`src/rtl/ahb_ctrl_mul_pkg.sv`:
```
// ahb_ctrl_mul_pkg: register map, CMD bit positions and multiplier FSM
// encoding shared by the AHB control/multiplier block.
package ahb_ctrl_mul_pkg;

    // Register offsets, decoded on HADDR[7:0]
    localparam logic [7:0] ADDR_OPA      = 8'h00;
    localparam logic [7:0] ADDR_OPB      = 8'h04;
    localparam logic [7:0] ADDR_CMD      = 8'h08;
    localparam logic [7:0] ADDR_RESULT   = 8'h0C;
    localparam logic [7:0] ADDR_CTRL_VAL = 8'h10;
    localparam logic [7:0] ADDR_CTRL_MOD = 8'h14;
    localparam logic [7:0] ADDR_IRQ_EN   = 8'h18;

    // CMD register bit positions
    localparam int CMD_START  = 0;
    localparam int CMD_DONE   = 1;
    localparam int CMD_BUSY   = 2;
    localparam int CMD_SIGNED = 3;

    // Multiplier FSM state type and encodings
    typedef logic [1:0] mul_state_t;
    localparam mul_state_t ST_IDLE = 2'd0;
    localparam mul_state_t ST_RUN  = 2'd1;
    localparam mul_state_t ST_FIN  = 2'd2;

endpackage

```
`src/rtl/ahb_ctrl_mul_if.sv`:
```
// ahb_ctrl_mul_if: AHB-Lite slave signal bundle for ahb_ctrl_mul.
interface ahb_ctrl_mul_if;
    logic        AHB_HSEL;
    logic [1:0]  AHB_HTRANS;
    logic        AHB_HWRITE;
    logic [31:0] AHB_HADDR;
    logic [31:0] AHB_HWDATA;
    logic [31:0] AHB_HRDATA;
    logic        AHB_HREADY;
    logic [1:0]  AHB_HRESP;

    modport master (
        output AHB_HSEL, AHB_HTRANS, AHB_HWRITE, AHB_HADDR, AHB_HWDATA,
        input  AHB_HRDATA, AHB_HREADY, AHB_HRESP
    );

    modport slave (
        input  AHB_HSEL, AHB_HTRANS, AHB_HWRITE, AHB_HADDR, AHB_HWDATA,
        output AHB_HRDATA, AHB_HREADY, AHB_HRESP
    );
endinterface

```
`src/rtl/ahb_ctrl_mul_seq_mul.sv`:
```
// seq_mul: iterative shift-add multiplier, one partial product per cycle.
// Signed operands are reduced to magnitudes at start; the product is
// negated in FIN when the operand signs differ. The result register holds
// its value until the next FIN.
module seq_mul
    import ahb_ctrl_mul_pkg::*;
#(
    parameter int W = 8
) (
    input  logic           AHB_HCLK,
    input  logic           AHB_HRESETn,
    input  logic           start_i,
    input  logic           signed_i,
    input  logic [W-1:0]   a_i,
    input  logic [W-1:0]   b_i,
    output logic           busy_o,
    output logic           done_o,
    output logic [2*W-1:0] product_o
);
    localparam int CW = $clog2(W);

    mul_state_t     state_q, state_d;
    logic [2*W-1:0] acc_q, acc_d, mcand_q, mcand_d, prod_q, prod_d;
    logic [W-1:0]   mplier_q, mplier_d;
    logic [CW-1:0]  cnt_q, cnt_d;
    logic           neg_q, neg_d;
    logic [W-1:0]   mag_a, mag_b;

    // Operand magnitudes; -2^(W-1) maps onto 2^(W-1), which still fits in W bits
    always_comb begin
        mag_a = (signed_i && a_i[W-1]) ? -a_i : a_i;
        mag_b = (signed_i && b_i[W-1]) ? -b_i : b_i;
    end

    // Next-state and datapath: IDLE -> RUN (W iterations) -> FIN -> IDLE
    always_comb begin
        state_d  = state_q;
        acc_d    = acc_q;
        mcand_d  = mcand_q;
        mplier_d = mplier_q;
        cnt_d    = cnt_q;
        neg_d    = neg_q;
        prod_d   = prod_q;
        case (state_q)
            ST_IDLE: begin
                if (start_i) begin
                    acc_d    = '0;
                    mcand_d  = (2*W)'(mag_a);
                    mplier_d = mag_b;
                    neg_d    = signed_i & (a_i[W-1] ^ b_i[W-1]);
                    cnt_d    = '0;
                    state_d  = ST_RUN;
                end
            end
            ST_RUN: begin
                if (mplier_q[0]) begin
                    acc_d = acc_q + mcand_q;
                end
                mcand_d  = mcand_q << 1;
                mplier_d = mplier_q >> 1;
                cnt_d    = cnt_q + CW'(1);
                if (cnt_q == CW'(W - 1)) begin
                    state_d = ST_FIN;
                end
            end
            ST_FIN: begin
                prod_d  = neg_q ? -acc_q : acc_q;
                state_d = ST_IDLE;
            end
            default: state_d = ST_IDLE;
        endcase
    end

    // State registers, cleared asynchronously even mid-operation
    always_ff @(posedge AHB_HCLK or negedge AHB_HRESETn) begin
        if (!AHB_HRESETn) begin
            state_q  <= ST_IDLE;
            acc_q    <= '0;
            mcand_q  <= '0;
            mplier_q <= '0;
            cnt_q    <= '0;
            neg_q    <= 1'b0;
            prod_q   <= '0;
        end else begin
            state_q  <= state_d;
            acc_q    <= acc_d;
            mcand_q  <= mcand_d;
            mplier_q <= mplier_d;
            cnt_q    <= cnt_d;
            neg_q    <= neg_d;
            prod_q   <= prod_d;
        end
    end

    assign busy_o    = (state_q != ST_IDLE);
    assign done_o    = (state_q == ST_FIN);
    assign product_o = prod_q;

endmodule

```
`src/rtl/ahb_ctrl_mul.sv`:
```
// ahb_ctrl_mul: AHB-Lite register block with a sequential multiplier and
// NCTRL game-control outputs (level or fixed-length pulse per channel).
// Optional feature macro: AHB_CTRL_MUL_IRQ_EN enables the IRQ_EN register
// and the registered multiply-done interrupt; otherwise irq_o is tied 0.
module ahb_ctrl_mul
    import ahb_ctrl_mul_pkg::*;
#(
    parameter int W         = 8,
    parameter int NCTRL     = 6,
    parameter int PULSE_LEN = 16
) (
    input  logic             AHB_HCLK,
    input  logic             AHB_HRESETn,
    ahb_ctrl_mul_if.slave    bus,
    output logic [NCTRL-1:0] ctrl_o,
    output logic             irq_o
);
    localparam int PCW = $clog2(PULSE_LEN + 1);

    logic             aph_valid_q, aph_write_q;
    logic [7:0]       aph_addr_q;
    logic [31:0]      wdata, rdata;
    logic             wr_en, rd_en, wr_opa, wr_opb, wr_cmd, wr_val, wr_mode, start;
    logic [W-1:0]     opa_q, opb_q;
    logic             signed_q, done_q, done_d, irq_en_rd;
    logic [NCTRL-1:0] ctrl_mode_q, ctrl_val;
    logic             val_q [NCTRL];
    logic [PCW-1:0]   cnt_q [NCTRL];
    logic             mul_busy, mul_done;
    logic [2*W-1:0]   result;
    logic             unused_bits;

    assign wdata       = bus.AHB_HWDATA;
    assign unused_bits = ^{bus.AHB_HADDR[31:8], bus.AHB_HTRANS[0], wdata};

    // Capture the address phase; HREADY is always 1 so every phase is one cycle
    always_ff @(posedge AHB_HCLK or negedge AHB_HRESETn) begin
        if (!AHB_HRESETn) begin
            aph_valid_q <= 1'b0;
            aph_write_q <= 1'b0;
            aph_addr_q  <= '0;
        end else begin
            aph_valid_q <= bus.AHB_HSEL & bus.AHB_HTRANS[1];
            aph_write_q <= bus.AHB_HWRITE;
            aph_addr_q  <= bus.AHB_HADDR[7:0];
        end
    end

    assign wr_en   = aph_valid_q & aph_write_q;
    assign rd_en   = aph_valid_q & ~aph_write_q;
    assign wr_opa  = wr_en && (aph_addr_q == ADDR_OPA);
    assign wr_opb  = wr_en && (aph_addr_q == ADDR_OPB);
    assign wr_cmd  = wr_en && (aph_addr_q == ADDR_CMD);
    assign wr_val  = wr_en && (aph_addr_q == ADDR_CTRL_VAL);
    assign wr_mode = wr_en && (aph_addr_q == ADDR_CTRL_MOD);
    assign start   = wr_cmd & wdata[CMD_START];

    // SIGNED written alongside START applies to that run; the multiplier
    // latches operands itself, so later writes cannot disturb a run
    seq_mul #(.W(W)) u_mul (
        .AHB_HCLK    (AHB_HCLK),
        .AHB_HRESETn (AHB_HRESETn),
        .start_i     (start),
        .signed_i    (wdata[CMD_SIGNED]),
        .a_i         (opa_q),
        .b_i         (opb_q),
        .busy_o      (mul_busy),
        .done_o      (mul_done),
        .product_o   (result)
    );

    // DONE: completion wins over a same-cycle W1C; START clears it
    always_comb begin
        done_d = done_q;
        if (mul_done) begin
            done_d = 1'b1;
        end else if (start) begin
            done_d = 1'b0;
        end else if (wr_cmd && wdata[CMD_DONE]) begin
            done_d = 1'b0;
        end
    end

    // Software-visible configuration and status registers
    always_ff @(posedge AHB_HCLK or negedge AHB_HRESETn) begin
        if (!AHB_HRESETn) begin
            opa_q       <= '0;
            opb_q       <= '0;
            signed_q    <= 1'b0;
            done_q      <= 1'b0;
            ctrl_mode_q <= '0;
        end else begin
            if (wr_opa)  opa_q       <= wdata[W-1:0];
            if (wr_opb)  opb_q       <= wdata[W-1:0];
            if (wr_cmd)  signed_q    <= wdata[CMD_SIGNED];
            if (wr_mode) ctrl_mode_q <= wdata[NCTRL-1:0];
            done_q <= done_d;
        end
    end

`ifdef AHB_CTRL_MUL_IRQ_EN
    logic irq_en_q, irq_en_d, irq_q;
    assign irq_en_d = (wr_en && (aph_addr_q == ADDR_IRQ_EN)) ? wdata[0] : irq_en_q;

    // Interrupt built from next-state values so it rises with DONE
    always_ff @(posedge AHB_HCLK or negedge AHB_HRESETn) begin
        if (!AHB_HRESETn) begin
            irq_en_q <= 1'b0;
            irq_q    <= 1'b0;
        end else begin
            irq_en_q <= irq_en_d;
            irq_q    <= done_d & irq_en_d;
        end
    end

    assign irq_o     = irq_q;
    assign irq_en_rd = irq_en_q;
`else
    assign irq_o     = 1'b0;
    assign irq_en_rd = 1'b0;
`endif

    // Per-channel control value and pulse counter
    for (genvar gi = 0; gi < NCTRL; gi++) begin : g_ch
        // Mode change cancels a pulse; in pulse mode the count runs while high
        always_ff @(posedge AHB_HCLK or negedge AHB_HRESETn) begin
            if (!AHB_HRESETn) begin
                val_q[gi] <= 1'b0;
                cnt_q[gi] <= '0;
            end else if (wr_mode && (wdata[gi] != ctrl_mode_q[gi])) begin
                if (ctrl_mode_q[gi]) begin
                    val_q[gi] <= 1'b0;
                end else begin
                    // a line held high in level mode becomes one full pulse
                    cnt_q[gi] <= PCW'(PULSE_LEN - 1);
                end
            end else if (wr_val) begin
                val_q[gi] <= wdata[gi];
                cnt_q[gi] <= PCW'(PULSE_LEN - 1);
            end else if (ctrl_mode_q[gi] && val_q[gi]) begin
                if (cnt_q[gi] == '0) begin
                    val_q[gi] <= 1'b0;
                end else begin
                    cnt_q[gi] <= cnt_q[gi] - PCW'(1);
                end
            end
        end
        assign ctrl_val[gi] = val_q[gi];
    end

    // Data-phase read mux; anything that is not a mapped read returns all ones
    always_comb begin
        rdata = 32'hFFFF_FFFF;
        if (rd_en) begin
            case (aph_addr_q)
                ADDR_OPA:      rdata = 32'(opa_q);
                ADDR_OPB:      rdata = 32'(opb_q);
                ADDR_CMD: begin
                    rdata             = '0;
                    rdata[CMD_DONE]   = done_q;
                    rdata[CMD_BUSY]   = mul_busy;
                    rdata[CMD_SIGNED] = signed_q;
                end
                ADDR_RESULT:   rdata = 32'(result);
                ADDR_CTRL_VAL: rdata = 32'(ctrl_val);
                ADDR_CTRL_MOD: rdata = 32'(ctrl_mode_q);
                ADDR_IRQ_EN:   rdata = {31'h0, irq_en_rd};
                default:       rdata = 32'hFFFF_FFFF;
            endcase
        end
    end

    assign bus.AHB_HRDATA = rdata;
    assign bus.AHB_HREADY = 1'b1;
    assign bus.AHB_HRESP  = 2'b00;
    assign ctrl_o         = ctrl_val;

endmodule
```
`src/flat_wrapper.sv`:
```
// flat-port wrapper written by rule: the top's interface ports become plain ports
module ahb_ctrl_mul_flat import ahb_ctrl_mul_pkg::*;
#(
    parameter int W         = 8,
    parameter int NCTRL     = 6,
    parameter int PULSE_LEN = 16
)
  (AHB_HCLK, AHB_HRESETn, ctrl_o, irq_o, bus_AHB_HSEL, bus_AHB_HTRANS, bus_AHB_HWRITE, bus_AHB_HADDR, bus_AHB_HWDATA, bus_AHB_HRDATA, bus_AHB_HREADY, bus_AHB_HRESP);
  ahb_ctrl_mul_if bus_i ();
  input  logic AHB_HCLK;
  input  logic AHB_HRESETn;
  output logic [NCTRL-1:0] ctrl_o;
  output logic irq_o;
  input wire logic [$bits(bus_i.AHB_HSEL)-1:0] bus_AHB_HSEL;
  input wire logic [$bits(bus_i.AHB_HTRANS)-1:0] bus_AHB_HTRANS;
  input wire logic [$bits(bus_i.AHB_HWRITE)-1:0] bus_AHB_HWRITE;
  input wire logic [$bits(bus_i.AHB_HADDR)-1:0] bus_AHB_HADDR;
  input wire logic [$bits(bus_i.AHB_HWDATA)-1:0] bus_AHB_HWDATA;
  output wire logic [$bits(bus_i.AHB_HRDATA)-1:0] bus_AHB_HRDATA;
  output wire logic [$bits(bus_i.AHB_HREADY)-1:0] bus_AHB_HREADY;
  output wire logic [$bits(bus_i.AHB_HRESP)-1:0] bus_AHB_HRESP;
  assign bus_i.AHB_HSEL = bus_AHB_HSEL;
  assign bus_i.AHB_HTRANS = bus_AHB_HTRANS;
  assign bus_i.AHB_HWRITE = bus_AHB_HWRITE;
  assign bus_i.AHB_HADDR = bus_AHB_HADDR;
  assign bus_i.AHB_HWDATA = bus_AHB_HWDATA;
  assign bus_AHB_HRDATA = bus_i.AHB_HRDATA;
  assign bus_AHB_HREADY = bus_i.AHB_HREADY;
  assign bus_AHB_HRESP = bus_i.AHB_HRESP;
  ahb_ctrl_mul #(.W(W), .NCTRL(NCTRL), .PULSE_LEN(PULSE_LEN)) u_core (.AHB_HCLK(AHB_HCLK), .AHB_HRESETn(AHB_HRESETn), .bus(bus_i), .ctrl_o(ctrl_o), .irq_o(irq_o));
endmodule
```
`config.mk`:
```
export PLATFORM = sky130hd
export DESIGN_NAME = ahb_ctrl_mul_flat
export DESIGN_NICKNAME = d
export VERILOG_FILES = /design/src/rtl/ahb_ctrl_mul_pkg.sv /design/src/rtl/ahb_ctrl_mul_if.sv /design/src/rtl/ahb_ctrl_mul_seq_mul.sv /design/src/rtl/ahb_ctrl_mul.sv /design/src/flat_wrapper.sv
export SDC_FILE = /design/constraint.sdc
export NUM_CORES = 1
export LEC_CHECK = 0
export CORE_MARGIN = 5
export CORE_UTILIZATION = 45
export DETAILED_ROUTE_END_ITERATION = 10
export DONT_BUFFER_PORTS = 1
export GPL_ROUTABILITY_DRIVEN = 0
export PLACE_DENSITY = 0.68
export RECOVER_POWER = 25
export SLEW_MARGIN = 30
export SYNTH_ARGS = -nofsm -noshare
export SYNTH_HDL_FRONTEND = slang
export SYNTH_SLANG_ARGS = --single-unit
export TNS_END_PERCENT = 10
```
`constraint.sdc`:
```
create_clock -name AHB_HCLK -period 3.5 [get_ports AHB_HCLK]
set_input_delay 0.35 -clock AHB_HCLK [delete_from_list [all_inputs] [get_ports AHB_HCLK]]
set_output_delay 0.35 -clock AHB_HCLK [all_outputs]
set_load 0.01 [all_outputs]
```
# == After elaboration in Yosys (flattened, before gate mapping) ==
# Index checks and enable logic that the tools add are counted.
# word_totals
in_bits,70
regBits,132
output_inout_bits,42
wordCells,220
# op_classes
n_reduce_logical,59
n_mux,80
bitwise,7
n_addsub,11
eq_ne,36
# ops
op,n
$pmux 32 s7,1
$mux 5,30
$mux 16,4
$pmux 16 s2,2
$reduce_and 3->1,13
$reduce_bool 3->1,13
$mux 1,33
$mux 32,1
$logic_not 5->1,6
$sub 5x1->5 const B,6
$eq 8x5->1 const B,3
$mux 8,3
$logic_and 1x1->1,20
$ne 3x1->1 const B,6
$add 16x16->16,1
$eq 8x4->1 const B,2
$ne 2x2->1 const B,8
$neg 16->16,1
$neg 8->8,2
$pmux 8 s2,1
$ne 2x1->1 const B,7
$eq 8x3->1 const B,1
$logic_not 8->1,1
$ne 1x1->1,6
other kinds (14),22

# == Depth between registers and ports, before layout ==
# depth
word_depth,6
ltp_mapped,9
depth_no_buf,9

# == Hierarchy ==
# A second synthesis with hierarchy kept.
# unflattened
hier_cells,807
hier_area_um2,7837.5
# modules_own_cells
mod,n_inst,seq_area_each_um2,cells_each,area_per_inst_um2
ahb_ctrl_mul,1,1751.7,401,4197.8
seq_mul,1,1551.5,406,3639.7

# == Worst setup path before layout ==
# Ideal clock, no wire load.
# synth_timing
kind,reg2reg
start,register u_core.u_mul.acc_q[7]
end,register u_core.u_mul.acc_q[15]
synth_period_minus_slack_ns,2.480
arrival_time_ns,2.394
setup_slack_ns,1.020
setup_time_ns,0.087
path_buffers,1
required_ns,3.413
stages_incl_launch_ff,9
path_cell_list,dfrtp_1 > ha_1 > clkbuf_1 > a21oi_1 > o211ai_1 > or4b_1 > and4_1 > or4_1 > o211ai_1
# synth_via
elab_chain_len,3
# synth_rtl
element,line_no,source
"start, declared",ahb_ctrl_mul_seq_mul.sv:23,"logic [2*W-1:0] acc_q, acc_d, mcand_q, mcand_d, prod_q, prod_d;"
"start signal, assigned",ahb_ctrl_mul_seq_mul.sv:78,acc_q <= '0;
"start signal, assigned",ahb_ctrl_mul_seq_mul.sv:86,acc_q <= acc_d;
$add 16x16->16,ahb_ctrl_mul_seq_mul.sv:57,acc_d = acc_q + mcand_q;
$mux 16,ahb_ctrl_mul_seq_mul.sv:56,if (mplier_q[0]) begin
$pmux 16 s2,ahb_ctrl_mul_seq_mul.sv:44,case (state_q)
# Every way passes these cells. The select of a mux whose other input is x is not followed.
# A chain may end at the register's enable or synchronous reset.

# == Worst setup path after layout ==
# layout_timing
start,register u_core.aph_addr_q[4]
end,output port bus_AHB_HRDATA[2]
# layout_via
elab_chain_len,3
word_cells_on_any_way,9
cone_classes,6 x eq/ne; 2 x mux; 1 x reduce/logical
# layout_rtl
element,line_no,source
"start, declared",ahb_ctrl_mul.sv:21,logic [7:0] aph_addr_q;
"start signal, assigned",ahb_ctrl_mul.sv:45,aph_addr_q <= bus.AHB_HADDR[7:0];
$eq 8x5->1 (tied with other cells),ahb_ctrl_mul.sv:155,case (aph_addr_q)
$pmux 32 s7 *,ahb_ctrl_mul.sv:155,
$mux 32 *,ahb_ctrl_mul.sv:154,if (rd_en) begin
"end, declared",flat_wrapper.sv:19,output wire logic [$bits(bus_i.AHB_HRDATA)-1:0] bus_AHB_HRDATA;
# Every way passes the cells marked *; elsewhere a longest branch is shown, timed or not.

==> impl_metrics.json <==
{
  "status": "complete, but fails checks",
  "violations": "capacitance limit, slew limit",
  "drv_slew": 133,
  "clk_pin_slew_ps": 60,
  "crit_slowest_cell": "and4_1",
  "hp-class": "in -> reg",
  "htreeDepth": 4,
  "track_usage_pct": 18.1,
  "synth_top_area_cell": "dfrtp_1",
  "startpoint_type": "flop",
  "slew_headroom_pct": -20.3,
  "cellPowerDensity_mw_per_mm2": 551,
  "syn2layout_area_growth_pct": 10.6,
  "fill_cells": 1530,
  "synthMostInstantiatedCell": "dfrtp_1",
  "cts_buffers": 17,
  "total_power_mw": 4.61,
  "routed_wl_mm": 17.1,
  "setup_viol_count_final": 0,
  "wl_per_cell_um": 16.5,
  "core-area_mm2": 0.0165,
  "hold_buffers": 11,
  "clockBufferDepth": 2,
  "yosysTopAreaCellShare_pct": 43.6,
  "maxCapViolations": 1,
  "ys_top_cells_by_area": "dfrtp_1 (44%), o21ai_0 (5.6%), nand2_1 (4.8%)",
  "vias_per_cell": 5.70,
  "cp_cell_sequence": "nor4_1, and4_1, nand2_1, o21ai_0, a211oi_1, nand2_1",
  "min_path_cells": 2,
  "num_vias": 5908,
  "regArea_mm2": 0.00330,
  "ctsResizeCount": 0,
  "worstPathArrival_ps": 2600,
  "fin_nets": 901,
  "cp.depth": 6,
  "syn-mean-instance-area_um2": 9.31,
  "synth_flop_cell": "dfrtp_1",
  "critPathCaptureType": "output port",
  "cellLeakagePower_nw": 3.44,
  "clkLatencyLatePin_ps": 430,
  "cpMostUsedCell": "nand2_1",
  "synth_edf_count": 0,
  "io_pins": 112,
  "root_buffer": "clkbuf_16",
  "drive_gt1_share_pct": 11.6,
  "hold_violations": 0,
  "reg2regPathDepth": 6,
  "synth_cells": 813,
  "ys_async_sr_fraction_pct": 100,
  "clock_skew_ps": 10.3,
  "cp_top_family": "simple AND/OR/NAND/NOR gates",
  "start_util_pct": 45.8,
  "first_global_vias": 5586,
  "max_stage_delay_ps": 750,
  "synth_common_cells": "dfrtp_1 (132), nand2_1 (96), o21ai_0 (84)",
  "crit_type": "reg -> out",
  "post_cts_buffers": 0,
  "rsz0062_at_grt": "false",
  "grt-ovfl-total": 0,
  "die_area_mm2": 0.0195,
  "die_h_um": 140,
  "fin_setup_tns_ps": 0,
  "io_buffers": 0,
  "clkSinkCount": 132,
  "rows": 47,
  "grt_pass1_wl_mm": 28.7,
  "fmax_mhz": 339,
  "drt_iter0_markers": 466,
  "tritoncts": "done",
  "vdd_drop_max_mv": 0.333,
  "drc": 0,
  "grt_max_degree": 133,
  "antenna_found_initial": 0,
  "dp_hpwl_mm": 11.8,
  "cp.required_ps": 3150,
  "final_core_util_pct": 50.7,
  "worstPathMaxFanout": 16,
  "yosysUniqueCellTypes": 64,
  "dr.pass1.iters": 5,
  "multi_input_area_mm2": 0.00387,
  "cp.buffers_inverters": 0,
  "whs_ps": 50.8,
  "tightest_slew_ps": 1800,
  "antenna_cells": 0,
  "ys.warnings.count": 0,
  "final_antenna_net_count": 0,
  "synth_area_mm2": 0.00757,
  "ys_ff_latch": 132,
  "seq_area_frac_synth_pct": 43.6,
  "die_w_um": 140,
  "min_period_over_period_pct": 84.3,
  "post-route-min-period_ps": 2950
}
==> registers in the layout (all words and copies together) (netlist names) <==
signal / count
u_core.aph_valid_q: 1
u_core.u_mul.product_o: 16
u_core.u_mul.mplier_q: 8
u_core.ctrl_mode_q: 6
u_core.u_mul.state_q: 2
u_core.signed_q: 1
u_core.ctrl_o: 6
u_core.aph_write_q: 1
u_core.u_mul.neg_q: 1
u_core.u_mul.cnt_q: 3
u_core.opa_q: 8
u_core.cnt_q: 30
u_core.opb_q: 8
u_core.done_q: 1
u_core.u_mul.acc_q: 16
u_core.u_mul.mcand_q: 16
u_core.aph_addr_q: 8
==> layer usage <==
metal	vias up	global-route usage (%)	part of all wire [%]
met5	-	0	0
met4	0	5.30	1.3
met3	17	4.70	5.4
met2	111	27.8	46
met1	2890	25.2	48
li1	2890	-	-
==> cell families after synthesis <==
group	Yosys count	share of synthesized area [%]
AOI/OAI and AO/OA	231	20.1
xor gates and xnor gates	36	4.16
adders and majority gates	27	4.56
buffers and inverters	88	5.40
DFF	132	43.6
muxes	29	4.20
other	2	0.0992
and+or+nand+nor	268	17.8
==> through the flow <==
stage               area [um^2]  worst slack [ps]  instances
global route               8380               314       1037
CTS                        8390               545       1037
global placement           7670               726        994
detailed placement         7670               705        994
floorplan                  7580              1020        815
finish                     8380               550       1037
==> report_power, final <==
group / internal [mW] / switching [mW]
Combinational: 0.423 / 0.524
Clock: 1.09 / 0.697
Sequential: 1.69 / 0.191
==> worst register-to-register path: stages, from the launching register on <==
cell	delay, ps
dfrtp_1	390
or4b_1	850
or3_1	760
nor2_1	230
a21oi_2	130
and2b_1	200
a31oi_1	170
==> placed cells by master (no fill, tap or decap), types with 10 or more instances in the layout <==
cell           synthesis  layout
a21oi_1               50      50
inv_1                 36      36
nand3_1               14      14
a31oi_1               17      17
clkbuf_16              0      17
mux2_2                22      22
nor3_1                25      25
nor2_1                53      53
nand2b_1              13      12
ha_1                  26      26
xor2_1                16      16
o21ai_0               84      84
dlygate4sd3_1          0      10
nand2_1               96      96
a21o_1                11      11
xnor2_1               20      20
dfrtp_1              132     132
buf_4                 20      11
==> path summary, 6_finish.rpt <==
| check | startpoint | end | slack, ps |
|---|---|---|---|
| max | u_core.aph_addr_q[4] | bus_AHB_HRDATA[2] | 550 |
| min | bus_AHB_HWDATA[3] | u_core.signed_q | 50 |
| max reg2reg | u_core.aph_addr_q[5] | u_core.cnt_q[12] | 680 |
| min reg2reg | u_core.cnt_q[29] | u_core.cnt_q[29] | 480 |
| max in group asynchronous | AHB_HRESETn | u_core.u_mul.acc_q[11] | 1390 |
| min in group asynchronous | AHB_HRESETn | u_core.cnt_q[15] | 990 |
==> area by class of cell <==
class	instances	area share [%]
Clock inverter	13	1.76
Clock buffer	19	5.41
Multi-Input combinational cell	595	46.2
Inverter	36	1.61
Timing Repair Buffer	22	2.27
Sequential cell	132	39.4
Tap cell	220	3.29
Power figures use the tool's default switching activity.
